===== config.mk =====
export PLATFORM = sky130hd
export DESIGN_NAME = gng_sdiv_34_18
export DESIGN_NICKNAME = d
export VERILOG_FILES = /design/src/rtl/gng_sdiv_34_18.sv
export SDC_FILE = /design/constraint.sdc
export NUM_CORES = 1
export LEC_CHECK = 0
export ABC_AREA = 0
export BUFFER_PORTS_ARGS = -buffer_cell sky130_fd_sc_hd__buf_2
export CAP_MARGIN = 5
export CELL_PAD_IN_SITES_DETAIL_PLACEMENT = 1
export CELL_PAD_IN_SITES_GLOBAL_PLACEMENT = 1
export CORE_MARGIN = 2
export CORE_UTILIZATION = 45
export CTS_CLUSTER_DIAMETER = 60
export DETAILED_ROUTE_END_ITERATION = 16
export GPL_TIMING_DRIVEN = 0
export MAX_ROUTING_LAYER = met4
export PLACE_DENSITY = 0.85
export SYNTH_ARGS = -nofsm -noshare
export SYNTH_HDL_FRONTEND = slang
export SYNTH_SLANG_ARGS = --single-unit

===== constraint.sdc =====
create_clock -name clk -period 2.9 [get_ports clk]
set_input_delay 0.29 -clock clk [delete_from_list [all_inputs] [get_ports clk]]
set_output_delay 0.29 -clock clk [all_outputs]
set_load 0.01 [all_outputs]

===== src/rtl/gng_sdiv_34_18.sv =====
// rtl/gng_sdiv_34_18.sv - iterative signed restoring divider, 34b / 18b -> 16b quotient, 18b remainder
module gng_sdiv_34_18 #(
    parameter int DW = 34,
    parameter int VW = 18,
    parameter int QW = 16
) (
    input  logic          clk,
    input  logic          rstn,
    input  logic          start,
    input  logic [DW-1:0] dividend,
    input  logic [VW-1:0] divisor,
    output logic          busy,
    output logic          valid,
    output logic [QW-1:0] quotient,
    output logic [VW-1:0] remainder,
    output logic          dbz,
    output logic          ovf
);

    localparam int CW = $clog2(DW);

    // Largest positive quotient magnitude; the negative limit is one more.
    localparam logic [DW-1:0] L_QPOS_MAX = {{(DW-QW+1){1'b0}}, {(QW-1){1'b1}}};
    localparam logic [DW-1:0] L_QNEG_MAX = L_QPOS_MAX + 1'b1;
    localparam logic [QW-1:0] L_SAT_POS  = {1'b0, {(QW-1){1'b1}}};
    localparam logic [QW-1:0] L_SAT_NEG  = {1'b1, {(QW-1){1'b0}}};

    typedef enum logic [1:0] {
        IDLE = 2'd0,
        CALC = 2'd1,
        FIX  = 2'd2
    } state_t;

    state_t        r_state;
    state_t        w_state_nxt;
    logic [CW-1:0] r_cnt;
    logic [DW-1:0] r_a_mag;      // dividend magnitude, shifted out MSB first; quotient shifted in at LSB
    logic [VW-1:0] r_b_mag;
    logic [VW-1:0] r_prem;       // partial remainder magnitude
    logic          r_a_neg;
    logic          r_b_neg;
    logic          r_b_zero;
    logic          r_valid;
    logic [QW-1:0] r_quotient;
    logic [VW-1:0] r_remainder;
    logic          r_dbz;
    logic          r_ovf;

    logic [DW-1:0] w_a_mag;
    logic [VW-1:0] w_b_mag;
    logic [VW:0]   w_shift;
    logic [VW+1:0] w_diff;
    logic          w_q_neg;
    logic [QW-1:0] w_q_fix;
    logic [VW-1:0] w_r_fix;
    logic          w_ovf_fix;

    // Magnitudes are unsigned, so the most negative operand maps to 2^(W-1) without overflow.
    assign w_a_mag = dividend[DW-1] ? (~dividend + 1'b1) : dividend;
    assign w_b_mag = divisor[VW-1]  ? (~divisor  + 1'b1) : divisor;

    // One restoring step: bring down the next dividend bit and trial-subtract |divisor|.
    assign w_shift = {r_prem, r_a_mag[DW-1]};
    assign w_diff  = {1'b0, w_shift} - {2'b00, r_b_mag};

    assign w_q_neg = r_a_neg ^ r_b_neg;

    // Sign correction and saturation of the finished magnitudes.
    always_comb begin
        w_q_fix   = r_a_mag[QW-1:0];
        w_r_fix   = r_a_neg ? (~r_prem + 1'b1) : r_prem;
        w_ovf_fix = 1'b0;
        if (r_b_zero) begin
            w_q_fix = r_a_neg ? L_SAT_NEG : L_SAT_POS;
            w_r_fix = '0;
        end else if (w_q_neg) begin
            if (r_a_mag > L_QNEG_MAX) begin
                w_q_fix   = L_SAT_NEG;
                w_ovf_fix = 1'b1;
            end else begin
                w_q_fix = ~r_a_mag[QW-1:0] + 1'b1;
            end
        end else if (r_a_mag > L_QPOS_MAX) begin
            w_q_fix   = L_SAT_POS;
            w_ovf_fix = 1'b1;
        end
    end

    // State register.
    always_ff @(posedge clk or negedge rstn) begin
        if (!rstn) begin
            r_state <= IDLE;
        end else begin
            r_state <= w_state_nxt;
        end
    end

    // Next-state logic: start is only looked at in IDLE.
    always_comb begin
        w_state_nxt = r_state;
        case (r_state)
            IDLE:    if (start) w_state_nxt = CALC;
            CALC:    if (r_cnt == '0) w_state_nxt = FIX;
            FIX:     w_state_nxt = IDLE;
            default: w_state_nxt = IDLE;
        endcase
    end

    // Datapath: operand capture, iteration, and result registers.
    always_ff @(posedge clk or negedge rstn) begin
        if (!rstn) begin
            r_cnt       <= '0;
            r_a_mag     <= '0;
            r_b_mag     <= '0;
            r_prem      <= '0;
            r_a_neg     <= 1'b0;
            r_b_neg     <= 1'b0;
            r_b_zero    <= 1'b0;
            r_valid     <= 1'b0;
            r_quotient  <= '0;
            r_remainder <= '0;
            r_dbz       <= 1'b0;
            r_ovf       <= 1'b0;
        end else begin
            r_valid <= 1'b0;
            case (r_state)
                IDLE: begin
                    if (start) begin
                        r_a_mag  <= w_a_mag;
                        r_b_mag  <= w_b_mag;
                        r_a_neg  <= dividend[DW-1];
                        r_b_neg  <= divisor[VW-1];
                        r_b_zero <= (divisor == '0);
                        r_prem   <= '0;
                        r_cnt    <= CW'(DW - 1);
                    end
                end
                CALC: begin
                    r_prem  <= w_diff[VW+1] ? w_shift[VW-1:0] : w_diff[VW-1:0];
                    r_a_mag <= {r_a_mag[DW-2:0], ~w_diff[VW+1]};
                    if (r_cnt != '0) r_cnt <= r_cnt - 1'b1;
                end
                FIX: begin
                    r_quotient  <= w_q_fix;
                    r_remainder <= w_r_fix;
                    r_dbz       <= r_b_zero;
                    r_ovf       <= r_b_zero ? 1'b0 : w_ovf_fix;
                    r_valid     <= 1'b1;
                end
                default: ;
            endcase
        end
    end

    assign busy      = (r_state == CALC) || (r_state == FIX);
    assign valid     = r_valid;
    assign quotient  = r_quotient;
    assign remainder = r_remainder;
    assign dbz       = r_dbz;
    assign ovf       = r_ovf;

endmodule


After elaboration in Yosys (flattened, before gate mapping)
Index checks and enable logic that the tools add are counted.
{ "word_totals": {"register_bits": 118, "in_bits": 55, "output_inout_bits": 38} }
{ "classes": {"n_addsub": 6, "n_lt_le_gt_ge": 2, "n_eq_ne": 5, "mux": 25, "n_bitwise": 6, "n_reduce_logical": 10} }
{ "op_table": {"columns": ["operator", "count"], "rows": [
  ["$mux W18", 5],
  ["$mux W16", 5],
  ["$mux W34", 2],
  ["$pmux W34 S2", 1],
  ["$add A18 B1 Y18 const B", 2],
  ["$not A18 Y18", 2],
  ["$pmux W18 S2", 1],
  ["$add A34 B1 Y34 const B", 1],
  ["$gt A34 B15 Y1 const B", 1],
  ["$gt A34 B16 Y1 const B", 1],
  ["$not A34 Y34", 1],
  ["$sub A19 B18 Y20", 1],
  ["$logic_not A18 Y1", 1],
  ["$add A16 B1 Y16 const B", 1],
  ["$not A16 Y16", 1],
  ["$mux W6", 2],
  ["$pmux W6 S2", 1],
  ["$logic_not A6 Y1", 1],
  ["$ne A2 B2 Y1 const B", 3],
  ["$reduce_and A2 Y1", 3],
  ["$reduce_bool A6 Y1", 1],
  ["$sub A6 B1 Y6 const B", 1],
  ["$mux W1", 5],
  ["$mux W2", 2],
  ["9 further kinds", 9]
]} }

Depth between registers and ports, before layout
{ "depth": {"word_depth": 5, "depth_mapped": 10, "depth_no_buf": 9} }

Worst setup path before layout
OpenSTA, ideal clock, no wires.
{ "synth_timing": {"kind": "flip-flop to flip-flop", "start": "reg r_prem[8]", "end": "reg r_prem[1]", "setup_ps": 122, "arrival_ps": 2432, "slack_ps": 347, "stages_incl_launch_ff": 10, "path_buffers": 2, "cell_sequence": "dfrtp_1 -> ha_1 -> clkbuf_1 -> nand2_1 -> a211oi_1 -> o21ai_1 -> a2111oi_4 -> buf_2 -> o21ai_0 -> a32o_1"} }
{ "synth_via": {"elab_chain_len": 3} }
{ "synth_rtl": {"columns": ["element", "line", "source"], "rows": [
  ["start, declared", "39", "logic [VW-1:0] r_prem;"],
  ["start signal, assigned", "139", "r_prem <= w_diff[VW+1] ? w_shift[VW-1:0] : w_diff[VW-1:0];"],
  ["$sub A19 B18 Y20", "64", "assign w_diff = {1'b0, w_shift} - {2'b00, r_b_mag};"],
  ["$mux W18", "139", null],
  ["$pmux W18 S2", "126", "case (r_state)"]
]} }
Every way passes these cells.
A chain may end at the register's enable or synchronous reset.

Worst setup path in the final report
{ "layout_timing": {"start": "reg r_a_mag[0]", "end": "reg r_quotient[12], in the netlist quotient[12]"} }
{ "layout_via": {"elab_chain_len": 5, "elab_cells_between_ends": 8, "classes_between": "add/sub: 1; order compare: 2; mux: 4; bitwise: 1"} }
{ "layout_rtl": {"columns": ["element", "line", "source"], "rows": [
  ["start, declared", "37", "logic [DW-1:0] r_a_mag;"],
  ["start signal, assigned", "129", "r_a_mag <= w_a_mag;"],
  ["start signal, assigned", "140", "r_a_mag <= {r_a_mag[DW-2:0], ~w_diff[VW+1]};"],
  ["parallel branches: the longest is 3 deep, another holds $gt A34 B15 Y1", null, null],
  ["$mux W16 *", "76", "end else if (w_q_neg) begin"],
  ["$mux W16 *", "73", "if (r_b_zero) begin"],
  ["end signal, assigned", "144", "r_quotient <= w_q_fix;"],
  ["end, declared", "44", "logic [QW-1:0] r_quotient;"]
]} }
Every way passes the cells marked *.

==> impl_metrics.tcl <==
set metrics [dict create \
    whs_path_depth 3 \
    coreArea_um2 17400 \
    synth.largest_area_cell "dfrtp_1" \
    grt_pass1_wl_um 41600 \
    die_y_um 138 \
    path_cells "inv_1 -> ha_1 -> nor4b_1 -> nand4_1 -> a211oi_2 -> buf_2 -> nand2_1 -> a221oi_1" \
    clk_pin_slew_ns 0.06 \
    placed_area_um2 8830 \
    worstPathRequired_ns 3.22 \
    grt_use_total_pct 29.1 \
    final_common_cell "dfrtp_1" \
    fin_crit_sh_pct 97.7 \
    row_count 48 \
    setup_tns_ns 0 \
    syn-instance-count 931 \
    synth_cell_types 73 \
    via_count 7758 \
    grt_max_degree 70 \
    insertion_delay_ns 0.43 \
    synth-seq-area-share_pct 36.6 \
    maxSlewHeadroom_pct 39.0 \
    grt_pass1_vias 7979 \
    io_pins 93 \
    final_cells 1279 \
    drc 0 \
    crit_path_start_kind "register" \
    fin_nets 1126 \
    drt_wl_total_um 25900 \
    antenna_found_initial 0 \
    worst-path-max-fanout 10 \
    dp.cells 1247 \
    pwr_density_cell_nw_per_um2 1230 \
    crit_buf_inv 2 \
    synth_fp_nets 1014 \
    ff2ff_path_depth 8 \
    synth_edf_count 0 \
    ant_nets 0 \
    clock_sinks 118 \
    drtIter0Drc 430 \
    area_growth_pct 18.3 \
    crit_type "reg2reg" \
    htreeDepth 4 \
    vias_per_cell 6.07 \
    cts_buffers 17 \
    critPathMaxStageDelay_ns 0.61 \
    period_needed_ns 2.83 \
    min_path_type "in2reg" \
    setup_viol 0 \
    maxSlewViolCount 0 \
    crit_cells 8 \
    netlist.area_leader.share_pct 36.6 \
    io_buffer_count 90 \
    die_w_um 138 \
    n_fill_cell 2094 \
    maxCapViolations 0 \
    ys.flop_type "dfrtp_1" \
    synth.avg_cell_area_um2 8.66 \
    ys_warn_count 0 \
    crit_family "simple AND/OR/NAND/NOR gates" \
    firstDrtPassIters 5 \
    fin_skew_ns 0.0106 \
    antennaDiodeCount 0 \
    clock-root-buffer "clkbuf_16" \
    max_freq_mhz 353 \
    gp_congestion 0.897 \
    ir_worst_vdd_v 0.000591 \
    finalHoldViolations 0 \
    hpwl_um 18700 \
    cp.arrival_ns 3.15 \
    power.leakage_uw 0.00409 \
    tritoncts "done" \
    async_flop_share_pct 100 \
    worstMarginPinSlew_ns 0.902 \
    initial_utilization_pct 46.3 \
    cp_slowest_cell "nor4b_1" \
    post_drt_wl_per_cell_um 20.3 \
    fp.dieArea_um2 19000 \
    status "complete, no violations" \
    ys_ff_latch 118 \
    fin_area_um2 9540 \
    cts.path.max_buffers 2 \
    gr-total-overflow 0 \
    syn_area_um2 8060 \
    cp-end-kind "register" \
    drive_above_1_share_pct 16.9 \
    final_cell_mix "118 x dfrtp_1, 115 x nand2_1, 93 x buf_2" \
    synth_area_leaders "dfrtp_1 37%, xor2_1 5.6%, nand2_1 5.4%" \
]
flip-flops by register name, summed over array words and instances, names as in the netlist:
signal / count
remainder: 18
dbz: 1
ovf: 1
r_state: 2
quotient: 16
r_b_zero: 1
r_a_neg: 1
r_cnt: 6
r_a_mag: 34
valid: 1
r_b_mag: 18
r_prem: 18
r_b_neg: 1
cell families after synthesis:
kind of cell             synth area share [%]
AND/OR/NAND/NOR                          18.0
AO/OA/AOI/OAI                            25.0
buffers and inverters                    5.08
XOR/XNOR                                 9.13
adder cells (fa/ha/maj)                  4.44
flip-flops                               36.6
multiplexers                             1.78
metal layers:
layer | routed length [µm] | global-route usage [%] | share of wire (%) | vias to the layer above
li1 | - | - | - | 3616
met1 | 11600 | 37.5 | 45 | 3884
met2 | 12800 | 47.6 | 49 | 208
met3 | 956 | 3.75 | 3.7 | 50
met4 | 598 | 9.69 | 2.3 | 0
met5 | 0 | - | 0 | -
final cells by class:
| type | count | area [µm²] | area share, % |
|---|---|---|---|
| Buffer | 55 | 279 | 2.93 |
| Timing Repair Buffer | 95 | 517 | 5.42 |
| Tap cell | 225 | 282 | 2.95 |
| Multi-Input combinational cell | 720 | 4780 | 50.1 |
| Clock inverter | 7 | 95.1 | 0.997 |
| Inverter | 36 | 135 | 1.42 |
| Clock buffer | 23 | 498 | 5.22 |
| Sequential cell | 118 | 2950 | 31.0 |
synthesized netlist by cell type, drive strengths merged (4+ instances only):
| cell | n |
|---|---|
| a21o | 9 |
| nand2 | 116 |
| o31ai | 28 |
| a32o | 4 |
| dfrtp | 118 |
| a21oi | 57 |
| a21boi | 6 |
| o22ai | 13 |
| o211ai | 8 |
| and3 | 4 |
| a211oi | 5 |
| or2 | 6 |
| nand4 | 5 |
| a22o | 11 |
| o221ai | 4 |
| or4 | 11 |
| inv | 36 |
| nor4 | 12 |
| buf | 12 |
| nor3 | 19 |
| clkbuf | 45 |
| or3 | 24 |
| xnor2 | 32 |
| mux2i | 11 |
| o2bb2ai | 4 |
| o21bai | 10 |
| nor2 | 55 |
| nand2b | 14 |
| o2111ai | 5 |
| nand3 | 13 |
| o41ai | 14 |
| o21ai | 89 |
| a221oi | 7 |
| ha | 27 |
| xor2 | 52 |
path summary, 6_finish.rpt:
check | end | start | slack [ns]
setup / recovery | quotient[12]$_DFFE_PN0P_ | r_a_mag[0]$_DFFE_PN0P_ | 0.07
hold / removal | r_b_mag[14]$_DFFE_PN0P_ | divisor[14] | 0.18
setup reg to reg | quotient[12]$_DFFE_PN0P_ | r_a_mag[0]$_DFFE_PN0P_ | 0.07
hold reg to reg | ovf$_DFFE_PN0P_ | ovf$_DFFE_PN0P_ | 0.48
max in group asynchronous | r_b_mag[9]$_DFFE_PN0P_ | rstn | 1.81
min in group asynchronous | remainder[11]$_DFFE_PN0P_ | rstn | 0.38
power breakdown:
group	total, µW	internal (µW)	switching, µW
Combinational	6430	2510	3920
Clock	2140	1370	768
Sequential	3190	2400	793
Total	11800	6280	5480
timing repair:
action | CTS | global route
setup endpoints to repair | 29 | 32
hold buffers | 1 | 0
hold endpoints to repair | 49 | 0
buffers inserted | 2 | 1
pin swaps | 1 | 2
gates resized for setup | 4 | 21
worst reg2reg max path, cell delays in order, from the launching register on:
cell,delay (ns)
dfrtp_1,0.44
inv_1,0.14
ha_1,0.26
nor4b_1,0.61
nand4_1,0.22
a211oi_2,0.41
buf_2,0.30
nand2_1,0.08
a221oi_1,0.27
per-stage QoR:
stage	power [µW]	util (%)	setup WS (ns)	hold slack, ns
3_3_place_gp	8940	50.5	-0.118	0.462
5_1_grt	12700	54.8	-0.0852	0.191
3_5_place_dp	9210	50.7	-0.209	0.268
4_1_cts	11500	54.3	0.0260	0.177
2_1_floorplan	7320	-	0.347	-0.00559
6_report	11800	54.8	0.0663	0.184
Note: power is estimated with default switching activity, not from simulation.
